## src/rtl/piso_serializer.sv

```systemverilog
`default_nettype none
// ============================================================================
//  Module      : piso_serializer
//  Description : Parallel-in serial-out shifter. Accepts a WIDTH-bit word on a
//                valid/ready handshake and emits it LSB-first on sout, framed
//                by sout_valid / sout_last. hold freezes all state.
//                Optional macro PISO_PARITY_EN appends an even-parity bit.
//  Revision    : 1.0 - initial release
// ============================================================================
module piso_serializer #(
    parameter int WIDTH = 8
) (
    input  logic             clk,
    input  logic             rst,
    input  logic [WIDTH-1:0] din,
    input  logic             load_valid,
    output logic             load_ready,
    input  logic             hold,
    output logic             sout,
    output logic             sout_valid,
    output logic             sout_last
);

    localparam int CW = (WIDTH > 1) ? $clog2(WIDTH) : 1;
    localparam logic [CW-1:0] C_LAST_IDX = CW'(WIDTH - 1);

`ifdef PISO_PARITY_EN
    typedef enum logic [1:0] {
        IDLE   = 2'd0,
        SHIFT  = 2'd1,
        PARITY = 2'd2
    } state_t;
`else
    typedef enum logic [0:0] {
        IDLE  = 1'b0,
        SHIFT = 1'b1
    } state_t;
`endif

    state_t           state_q, state_d;
    logic [WIDTH-1:0] shreg_q, shreg_d;
    logic [CW-1:0]    cnt_q, cnt_d;
    logic             w_last_bit;
    logic             w_xfer;

`ifdef PISO_PARITY_EN
    logic             par_q, par_d;
`endif

    // Final data bit of the word is on sout this cycle.
    assign w_last_bit = (state_q == SHIFT) && (cnt_q == C_LAST_IDX);

    // Ready is decoded from registered state and hold only, never load_valid.
`ifdef PISO_PARITY_EN
    assign load_ready = (state_q == IDLE) || ((state_q == PARITY) && !hold);
    assign sout       = (state_q == PARITY) ? par_q : shreg_q[0];
    assign sout_last  = (state_q == PARITY);
`else
    assign load_ready = (state_q == IDLE) || (w_last_bit && !hold);
    assign sout       = shreg_q[0];
    assign sout_last  = w_last_bit;
`endif
    assign sout_valid = (state_q != IDLE);

    assign w_xfer = load_valid && load_ready;

    // Next-state logic: load on transfer, shift when not held, drain to IDLE.
    always_comb begin
        state_d = state_q;
        shreg_d = shreg_q;
        cnt_d   = cnt_q;
`ifdef PISO_PARITY_EN
        par_d   = par_q;
`endif
        case (state_q)
            IDLE: begin
                // Loads are accepted here even while hold is asserted.
                if (w_xfer) begin
                    state_d = SHIFT;
                    shreg_d = din;
                    cnt_d   = '0;
`ifdef PISO_PARITY_EN
                    par_d   = ^din;
`endif
                end
            end
            SHIFT: begin
                if (!hold) begin
                    if (cnt_q != C_LAST_IDX) begin
                        shreg_d = shreg_q >> 1;
                        cnt_d   = cnt_q + CW'(1);
                    end else begin
`ifdef PISO_PARITY_EN
                        state_d = PARITY;
                        shreg_d = '0;
`else
                        if (w_xfer) begin
                            // Back-to-back word: no idle bubble between words.
                            shreg_d = din;
                            cnt_d   = '0;
                        end else begin
                            state_d = IDLE;
                            shreg_d = '0;
                        end
`endif
                    end
                end
            end
`ifdef PISO_PARITY_EN
            PARITY: begin
                if (!hold) begin
                    if (w_xfer) begin
                        state_d = SHIFT;
                        shreg_d = din;
                        cnt_d   = '0;
                        par_d   = ^din;
                    end else begin
                        state_d = IDLE;
                        shreg_d = '0;
                    end
                end
            end
`endif
            default: begin
                state_d = IDLE;
                shreg_d = '0;
                cnt_d   = '0;
            end
        endcase
    end

    // State registers with asynchronous reset; a reset mid-word drops the word.
    always_ff @(posedge clk or posedge rst) begin
        if (rst) begin
            state_q <= IDLE;
            shreg_q <= '0;
            cnt_q   <= '0;
`ifdef PISO_PARITY_EN
            par_q   <= 1'b0;
`endif
        end else begin
            state_q <= state_d;
            shreg_q <= shreg_d;
            cnt_q   <= cnt_d;
`ifdef PISO_PARITY_EN
            par_q   <= par_d;
`endif
        end
    end

endmodule
`default_nettype wire

```

## config.mk

```make
export PLATFORM = sky130hd
export DESIGN_NAME = piso_serializer
export DESIGN_NICKNAME = d
export VERILOG_FILES = /design/src/rtl/piso_serializer.sv
export SDC_FILE = /design/constraint.sdc
export NUM_CORES = 1
export LEC_CHECK = 0
export CORE_AREA = 3 3 40 42
export CTS_CLUSTER_SIZE = 12
export DETAILED_ROUTE_END_ITERATION = 12
export DIE_AREA = 0 0 43 45
export DONT_BUFFER_PORTS = 1
export GPL_ROUTABILITY_DRIVEN = 0
export HOLD_SLACK_MARGIN = 0.1
export SKIP_LAST_GASP = 1
export SYNTH_ARGS = -nofsm -noshare
export SYNTH_HDL_FRONTEND = slang
export SYNTH_SLANG_ARGS = --single-unit
```

## constraint.sdc

```tcl
create_clock -name clk -period 1.55 [get_ports clk]
set_input_delay 0.31 -clock clk [delete_from_list [all_inputs] [get_ports clk]]
set_output_delay 0.31 -clock clk [all_outputs]
set_load 0.05 [all_outputs]
```

# [Yosys cells after proc, flatten, opt, wreduce, memory -nomap -nowiden]
# Cells that the tools add are included.
[classes] add_sub_neg=1 n_eq_ne=4 mux=13 bitwise_logic=1 n_reduce_logical=6
[ops] operator="2-to-1 mux 8 bit" count=4
[ops] operator="one-hot mux 8 bit (2 select lines)" count=1
[ops] operator="2-to-1 mux 3 bit" count=3
[ops] operator="one-hot mux 3 bit (2 select lines)" count=1
[ops] operator="inequality test 2 bit (second input constant)" count=2
[ops] operator="adder 3 x 1 -> 3 bit (second input constant)" count=1
[ops] operator="equality test 3 bit (second input constant)" count=1
[ops] operator="logical AND 1 bit" count=3
[ops] operator="2-to-1 mux 1 bit" count=3
[ops] operator="inequality test 3 bit (second input constant)" count=1
[ops] operator="one-hot mux 1 bit (2 select lines)" count=1
[ops] operator="AND reduction 2 bit" count=1
[ops] operator="zero test 1 bit" count=1
[ops] operator="logical OR 1 bit" count=1
[ops] operator="inverter 1 bit" count=1
[word_totals] ff_bits=12 input_bits=12 output_inout_bits=4 wordCells=28

# [Depth between registers and ports, before layout]
# Gate-level depths: netlist of run 1.
[depth] ltp_word=9 ltp_mapped=5 ltp_nobuf=5

# [Least setup slack after synthesis of run 1]
# OpenSTA, ideal clock, no wires.
[synth_timing] path_kind="register -> output" startpoint="reg state_q, in the netlist sout_valid" endpoint="out sout_last" arrival_time_ns=1.420 required_time_ns=1.240 slack_ns=-0.180 stages_incl_launch_ff=3 n_path_buf=1 cell_sequence="dfrtp_1 buf_2 and2_1"
[synth_via] elab_chain_cells=1
[synth_rtl] item="from (decl)" line="40" text="state_t state_q, state_d;"
[synth_rtl] item="from (signal assigned)" line="142" text="state_q <= state_d;"
[synth_rtl] item="logical AND 1 bit" line="51" text="assign w_last_bit = (state_q == SHIFT) && (cnt_q == C_LAST_IDX);"
[synth_rtl] item="to (decl)" line="21" text="output logic sout_last"
# No other way between the ends.

# [Worst setup path after layout of run 1]
[layout_timing] startpoint="reg cnt_q[1]" endpoint="out load_ready"
[layout_via] elab_chain_cells=4
[layout_rtl] item="from (decl)" line="42" text="logic [CW-1:0] cnt_q, cnt_d;"
[layout_rtl] item="from (signal assigned)" line="144" text="cnt_q <= cnt_d;"
[layout_rtl] item="equality test 3 bit" line="51"
[layout_rtl] item="logical AND 1 bit" line="51"
[layout_rtl] item="logical AND 1 bit" line="59" text="assign load_ready = (state_q == IDLE) || (w_last_bit && !hold);"
[layout_rtl] item="logical OR 1 bit" line="59"
[layout_rtl] item="to (decl)" line="17" text="output logic load_ready,"
# No other way between the ends.

==> results of run 1 <==
registers in the layout, summed over array words and instances, names as in the netlist:
| name | cells |
|---|---|
| shreg_q | 8 |
| cnt_q | 3 |
| sout_valid | 1 |
layout by cell type (no fill, tap or decap), types with 2 or more instances in the layout:
master	n
sky130_fd_sc_hd__dfrtp_1	11
sky130_fd_sc_hd__a221o_1	7
sky130_fd_sc_hd__a22o_1	6
sky130_fd_sc_hd__and4_2	5
sky130_fd_sc_hd__buf_4	5
sky130_fd_sc_hd__clkbuf_4	3
sky130_fd_sc_hd__and4_1	2
sky130_fd_sc_hd__buf_12	2
logic make-up (layout without fill, tap and decap cells):
family	count (synthesis)	count (layout)
adders and majority gates	2	2
DFF	12	12
muxes	2	2
AOI/OAI and AO/OA	15	15
buffers and inverters	4	15
and+or+nand+nor	12	12
routing by layer:
metal,wire length (um),vias up,track usage [%]
met3,104,0,9.960
li1,-,216,-
met1,584,234,18.64
met5,0,-,0
met2,662,14,26.95
met4,0,0,1.807
power breakdown:
group	internal, mW	total, mW	switching, mW
registers	0.414	0.512	0.0979
clock network	0.143	0.247	0.104
logic	0.275	0.469	0.195
worst max path at each step:
stage | startpoint | endpoint | slack (ns) | cells past startpoint
global route | cnt_q[1]$_DFFE_PP0P_ | load_ready | -0.17 | 5
floorplan | sout_valid$_DFF_PP0_ | sout_last | 0.0001 | 2
detailed placement | cnt_q[0]$_DFFE_PP0P_ | load_ready | -0.01 | 5
CTS | cnt_q[1]$_DFFE_PP0P_ | load_ready | -0.12 | 5
global placement | cnt_q[0]$_DFFE_PP0P_ | load_ready | 0.04 | 5
finish | cnt_q[1]$_DFFE_PP0P_ | load_ready | -0.11 | 5
cell type report:
type	count	area, um2
inverters	3	15.01
multi-input cells	31	322.8
well taps	15	18.77
clock buffers	4	36.28
repair buffers	8	87.58
fillers	99	503.0
flip-flops and latches	12	301.5
through the flow:
step                hold WS (ns)  std cells  cell area (um2)  utilization (%)
finish                    0.1421         73            782.0            60.86
global route              0.1239         73            782.0            60.86
CTS                       0.1371         73            778.2            60.56
detailed placement        0.2309         65            676.9            52.68
global placement          0.2148         65            676.9            52.68
floorplan                 0.1746         47            608.1                -
what timing repair did:
action / 4_1_cts / 5_1_grt
hold endpoints to repair: 12 / 0
resized for setup: 7 / 1
hold buffers: 1 / 0
setup buffers: 3 / 0
pin swaps: 1 / 0
setup endpoints to repair: 3 / 12
==> results, run 1 <==
- The combinational family with the most area after synthesis is compound AO/OA/AOI/OAI gates.
- The synthesis-to-finish area growth is 28.87%.
- VDD sags by at most 0.8502 mV.
- The largest net degree at the start of global routing is 17.
- 0 antenna diodes ended up in the layout.
- The overall routed net length is 1351 um.
- By area the synthesized netlist is led by sky130_fd_sc_hd__dfrtp_1 (49%), sky130_fd_sc_hd__a221o_1 (12%), sky130_fd_sc_hd__a22o_1 (8.7%), sky130_fd_sc_hd__and4_2 (8.2%), sky130_fd_sc_hd__ha_1 (4.1%).
- The worst-skew pair later-pin latency is 0.27 ns.
- Among all cell types in the netlist, the one instantiated most often is sky130_fd_sc_hd__dfrtp_1.
- The largest individual stage delay along the critical path comes from the cell sky130_fd_sc_hd__dfrtp_1.
- The initial antenna violation count came to 0.
- The synthesized netlist devotes 24.12% of its cell area to compound gates.
- The total routing usage reported by global routing is 16.23%.
- In this run the vertical extent of the chip is 45 um.
- The simple logic cell fraction of the synthesized area is 15.46%.
- The overall power is 1.228 mW.
- Among all flip-flop cells after synthesis, the most frequent one is sky130_fd_sc_hd__dfrtp_1.
- The xor/xnor share of the synthesized area is 0%.
- The checks that failed: negative setup slack.
- The count of flip-flops with a built-in enable after synthesis is 0.
- The placed wire-length estimate after detailed placement is 970.5 um.
- The count of pins over their slew limit is 0.
- The first global-routing pass estimated 2283 um of wire.
- The share of the Yosys chip area taken by registers is 49.48%.
- The normalized max-slew margin is 69.40%.
- The share of synthesized area in the top cell type comes to 49.48%.
- The total negative setup slack is -0.5209 ns.
- The worst hold path depth is 1.
- The longest individual stage delay on the worst path is 0.39 ns.
- Once detail routing completed, the nets flagged for antenna violations numbered 0.
- The worst register-to-register path has a setup slack of -0.07 ns.
- Of the cells placed in the final design, the portion with a size suffix greater than 1 is 46.55%.
- The number of clock sinks seen by CTS is 12.
- The root buffer cell chosen for the clock tree is sky130_fd_sc_hd__clkbuf_4.
- The largest delay contributor family on the critical path is flip-flops.
- The core region is 1285 um2.
- The biggest area consumer among synthesized cells is sky130_fd_sc_hd__dfrtp_1.
- After clock tree synthesis, the clock-pin slew on the worst setup and hold paths is 0.07 ns.
- The per-cell routed wire length is 18.51 um.
- The post-synthesis mux area share is 4.124%.
- The element type at the critical path end is an output pin.
- The die area is 1935 um2.
- The maximum clock path buffer count is 2.
- The tool flagged a number of max-cap violations equal to 0.
- The net count reported at finish is 73.
- Global routing finished with a remaining overflow of 0.
- In the post-route analysis, the smallest setup slack over all paths is -0.1123 ns.
- The number of top-level pins is 16.
- For this run, the top clock speed supported by timing is 601.6 MHz.
- The width of the die is 43 um.
- In the routed layout, each cell is associated on average with a via count of 6.356.
- Counting both buffers and inverters, the worst setup path holds a total of 1.
- The synthesized netlist cell count is 47.
- At the pin with the least slew margin, the transition time is 0.4501 ns.
- Setup repair after global routing could not meet its margin everywhere.
- The power per cell area is 1571 nW/um2.
- The number of rows in the core area is 13.
- The first routing iteration left 11 violations.
- The count of cells along the worst register-to-register path is 6.
- The number of global-route vias before repair came to 504.
- The routed layout has 464 vias.
- In this run the mean area of a mapped cell was 12.91 um2.
- The signal arrival time at the worst endpoint is 1.35 ns.
- The synthesized netlist occupies a cell area of 606.8 um2.
- The count of input and output buffers is 0.
- Traced cell by cell, the critical path runs through ha_2, ha_4, nand2b_4, nand2_4, buf_12.
- The number of CTS-inserted buffers is 3.
- The launch instance of the worst min-delay path is load_valid.
- STA puts the critical path data required time at 1.24 ns.
- TritonCTS built the clock tree.
- The first-pass iteration count of the detailed router is 4.
- Timing analysis after detailed placement gives a worst setup slack of -0.01327 ns.
- The setup skew after layout is 0.001886 ns.
- STA classifies the critical path startpoint as a register.
- By startpoint and endpoint, the worst setup path is classified as register to output pin.
- Yosys mapped the design onto 17 distinct sky130hd cell types.
- The number of setup violations in the final report is 9.
- The static leakage is 0.3578 nW.
- When the netlist entered floorplanning its net count stood at 61.
- After layout, the worst path uses 107.2% of the clock period.
- Once the floorplan was initialized, standard cells occupied 47.22% of the core.
- The path class of the lowest-slack min-delay path is input port to register.
- The synthesized netlist devotes 4.124% of its cell area to adder and majority cells.
- The flow ran to the end, but the final reports show violations.
- Counting instances in the post-synthesis netlist gives the leading cell types as sky130_fd_sc_hd__dfrtp_1 (12), sky130_fd_sc_hd__a221o_1 (7), sky130_fd_sc_hd__a22o_1 (6), sky130_fd_sc_hd__and4_2 (5).
- The time the final worst path needs with I/O delays and setup is 1.662 ns.
- For hold timing, the worst endpoint is sout_valid$_DFF_PP0_.
- The number of warnings reported in the yosys synthesis log is 0.
- The synthesized flop and latch total is 12.
- The count of unresolved DRC violations after routing is 0.
- The share of synthesized flip-flops with an asynchronous set or reset is 100.0%.
- The endpoint identified for the worst register-to-register timing path is shreg_q[2]$_DFFE_PP0P_.
- In this run the worst path has a maximum fanout of 3.
- The number of H-tree branching levels is 1.
- The number of hold-slack violations in the final timing report came to 0.
- The worst register-to-register path begins at cnt_q[1]$_DFFE_PP0P_.
No activity file was read; power rests on OpenSTA's default activity.
==> run 2: changes to the inputs <==
--- a/config.mk
+++ b/config.mk
@@ -5,13 +5,14 @@
 export SDC_FILE = /design/constraint.sdc
 export NUM_CORES = 1
 export LEC_CHECK = 0
-export CORE_AREA = 3 3 40 42
+export CORE_MARGIN = 3
+export CORE_UTILIZATION = 45
 export CTS_CLUSTER_SIZE = 12
 export DETAILED_ROUTE_END_ITERATION = 12
-export DIE_AREA = 0 0 43 45
-export DONT_BUFFER_PORTS = 1
 export GPL_ROUTABILITY_DRIVEN = 0
 export HOLD_SLACK_MARGIN = 0.1
+export PLACE_DENSITY = 0.75
+export SKIP_CTS_REPAIR_TIMING = 1
 export SKIP_LAST_GASP = 1
 export SYNTH_ARGS = -nofsm -noshare
 export SYNTH_HDL_FRONTEND = slang
==> results, run 2 (synthesized netlist as in run 1, its figures left out) <==
- Unrepaired setup endpoints after global routing: yes (unchanged).
- The placed standard-cell area is 820.8 um2 (was 676.9 um2).
- The overall power is 1.320 mW (was 1.228 mW).
- The sort of element at the start of the critical path was a register (unchanged).
- The peak fanout along the critical path is 4 (was 3).
- The count of unresolved DRC violations after routing is 0 (unchanged).
- The total placed cells including tap cells is 78 (was 65).
- The static leakage came to 0.4192 nW (was 0.3578 nW).
- The total buffers and inverters traversed by the critical path is 1 (unchanged).
- The net count reported at finish is 86 (was 73).
- The detailed router's first-iteration violation count is 4 (was 11).
- The y dimension of the die came to 42.72 um (was 45 um).
- The setup skew after layout is 0.002455 ns (was 0.001886 ns).
- The number of setup violations in the final report was 2 (was 9).
- The worst-skew pair later-pin latency was 0.27 ns (about the same).
- The root cell of the clock tree is sky130_fd_sc_hd__clkbuf_4 (unchanged).
- The clock network fraction of design power came to 19.3% (was 20.1%).
- The count of input and output buffers is 15 (was 0).
- The first-pass iteration count of the detailed router is 4 (unchanged).
- The combinational group share of total power is 42.5% (was 38.2%).
- The number of global-route vias before repair is 580 (was 504).
- The via total after detailed routing is 524 (was 464).
- The path class of the lowest-slack min-delay path is input port to asynchronous set/reset pin (was input port to register).
- The final instance count without filler cells is 85 (was 73).
- The maximum VDD drop is 0.8214 mV (was 0.8502 mV).
- The register bank with the most flops was shreg_q (unchanged).
- The antenna diode count is 0 (unchanged).
- The final-layout fill cell count is 76 (was 99).
- The starting utilization of the core area was 51.16% (was 47.22%).
- The number of H-tree branching levels is 1 (unchanged).
- The number of max-cap violations is 0 (unchanged).
- The power per cell area came to 1441 nW/um2 (was 1571 nW/um2).
- The element type at the critical path end is an output pin (unchanged).
- The number of CTS-inserted buffers is 3 (unchanged).
- The share of the cycle needed by the critical path after routing is 107.2% (about the same).
- The TritonCTS clock tree is built (unchanged).
- The via density per instance is 6.165 (was 6.356).
- The endpoint required time on the critical path is 1.24 ns (about the same).
- The terminus of the critical flop-to-flop path was shreg_q[1]$_DFFE_PP0P_ (was shreg_q[2]$_DFFE_PP0P_).
- The remaining global-route overflow is 0 (unchanged).
- The final cell area excluding filler cells is 915.9 um2 (was 782.0 um2).
- The count of pins over their slew limit is 0 (unchanged).
- Status: finished with violations (unchanged).
- The time the final worst path needs with I/O delays and setup is 1.662 ns (about the same).
- The overall routed net length is 1581 um (was 1351 um).
- The setup slack on the worst flop-to-flop path is 0.04 ns (was -0.07 ns).
- The normalized max-slew margin was 67.22% (was 69.40%).
- The signal arrival time at the worst endpoint is 1.35 ns (about the same).
- The slowest stage cell on the critical path is sky130_fd_sc_hd__dfrtp_1 (unchanged).
- The internal power component is 0.8824 mW (was 0.8312 mW).
- Critical-path cell list: ha_2, ha_4, and2_4, buf_6 (was ha_2, ha_4, nand2b_4, nand2_4, buf_12).
- The classification of the worst setup path is register to output pin (unchanged).
- The area of the core region is 1186 um2 (was 1285 um2).
- The first-pass GRT wire length came to 2566 um (was 2283 um).
- The number of clock sinks seen by CTS is 12 (unchanged).
- The slew of the pin with the lowest slew margin is 0.4822 ns (was 0.4501 ns).
- The longest individual stage delay on the worst path is 0.40 ns (was 0.39 ns).
- The largest net degree at the start of global routing is 17 (unchanged).
- Most frequent cells in the layout: sky130_fd_sc_hd__dfrtp_1 (11), sky130_fd_sc_hd__clkdlybuf4s50_1 (11), sky130_fd_sc_hd__a221o_1 (7) (was sky130_fd_sc_hd__dfrtp_1 (11), sky130_fd_sc_hd__a221o_1 (7), sky130_fd_sc_hd__a22o_1 (6)).
- The initial antenna violation count was 0 (unchanged).
- The synthesis-to-finish area growth came to 50.93% (was 28.87%).
- The clock-pin slew on the worst setup and hold paths was 0.08 ns (was 0.07 ns).
- The placed wire-length estimate after detailed placement is 1100 um (was 970.5 um).
- The net switching fraction of the power was 33.13% (was 32.33%).
- The switching power is 0.4372 mW (was 0.3971 mW).
- The total routing usage reported by global routing is 18.31% (was 16.23%).
- The worst reg2reg path startpoint is cnt_q[1]$_DFFE_PP0P_ (unchanged).
- The smallest setup slack after layout came to -0.1118 ns (was -0.1123 ns).
- The per-cell routed wire length was 18.60 um (was 18.51 um).
- The die area is 1825 um2 (was 1935 um2).
- Violations in the final reports: negative setup slack (unchanged).
- The largest delay contributor family on the critical path was flip-flops (unchanged).
- The number of top-level pins is 16 (unchanged).
- The number of rows in the core area was 12 (was 13).
- The maximum clock path buffer count is 2 (unchanged).
- The fraction of final layout cells sized beyond drive strength 1 was 40.85% (was 46.55%).
- The width of the die was 42.72 um (was 43 um).
- The total negative setup slack is -0.2225 ns (was -0.5209 ns).
- The number of hold-slack violations in the final timing report was 0 (unchanged).
- The number of flip-flops in the largest register is 8 (unchanged).
- The relative contribution of sequential cells to total power is 38.2% (was 41.7%).
- The combined flip-flop and latch cell area is 301.5 um2 (unchanged).
- The multi-input combinational cell area is 322.8 um2 (unchanged).
- The count of cells along the worst register-to-register path is 6 (unchanged).
- The final antenna-violating net count is 0 (unchanged).
- The achievable clock frequency is 601.8 MHz (was 601.6 MHz).
[run 2: cell types whose count changed in the layout (fill, tap and decap cells not counted), sizes merged]
cell | previous run | this run
clkdlybuf4s50 | 0 | 11
buf | 7 | 10
clkinvlp | 1 | 0
dlygate4sd3 | 1 | 0
inv | 2 | 3
[run 2: through the flow]
stage | setup slack [ns] | hold slack [ns] | util, %
floorplan | 0.0001484 | 0.1746 | -
global placement | -0.1008 | 0.4802 | 69.20
detailed placement | -0.1286 | 0.4900 | 69.20
CTS | -0.3307 | 0.3589 | 72.26
global route | -0.1615 | 0.3850 | 77.22
finish | -0.1118 | 0.3421 | 77.22
[run 2: worst max-delay path by stage]
stage | from | endpoint | slack [ns] | cells after the start
global placement | hold | load_ready | -0.10 | 4
detailed placement | hold | load_ready | -0.13 | 4
global route | cnt_q[1]$_DFFE_PP0P_ | load_ready | -0.16 | 5
floorplan | sout_valid$_DFF_PP0_ | sout_last | 0.0001 | 2
finish | cnt_q[1]$_DFFE_PP0P_ | sout_last | -0.11 | 4
CTS | cnt_q[0]$_DFFE_PP0P_ | load_ready | -0.33 | 5
[run 2: layout make-up]
cell class | count | area share, %
clock buffers | 4 | 3.962
multi-input cells | 31 | 35.25
well taps | 14 | 1.913
inverters | 3 | 1.230
repair buffers | 21 | 24.73
flip-flops and latches | 12 | 32.92
[run 2: layer usage]
| layer | part of all wire, % | vias to the layer above | global-route usage [%] |
|---|---|---|---|
| met2 | 51 | 15 | 31.44 |
| met3 | 4.2 | 2 | 3.390 |
| met4 | 1.3 | 0 | 6.211 |
| met1 | 44 | 267 | 22.67 |
| met5 | 0 | - | 0 |
| li1 | - | 240 | - |
[run 2: power by group through the flow]
stage	clock network [mW]	registers (mW)	logic (mW)
after floorplan	0	0.497	0.273
after CTS	0.253	0.493	0.491
after global placement	0	0.487	0.462
final	0.255	0.504	0.561
after global routing	0.271	0.518	0.597
after detailed placement	0	0.499	0.490
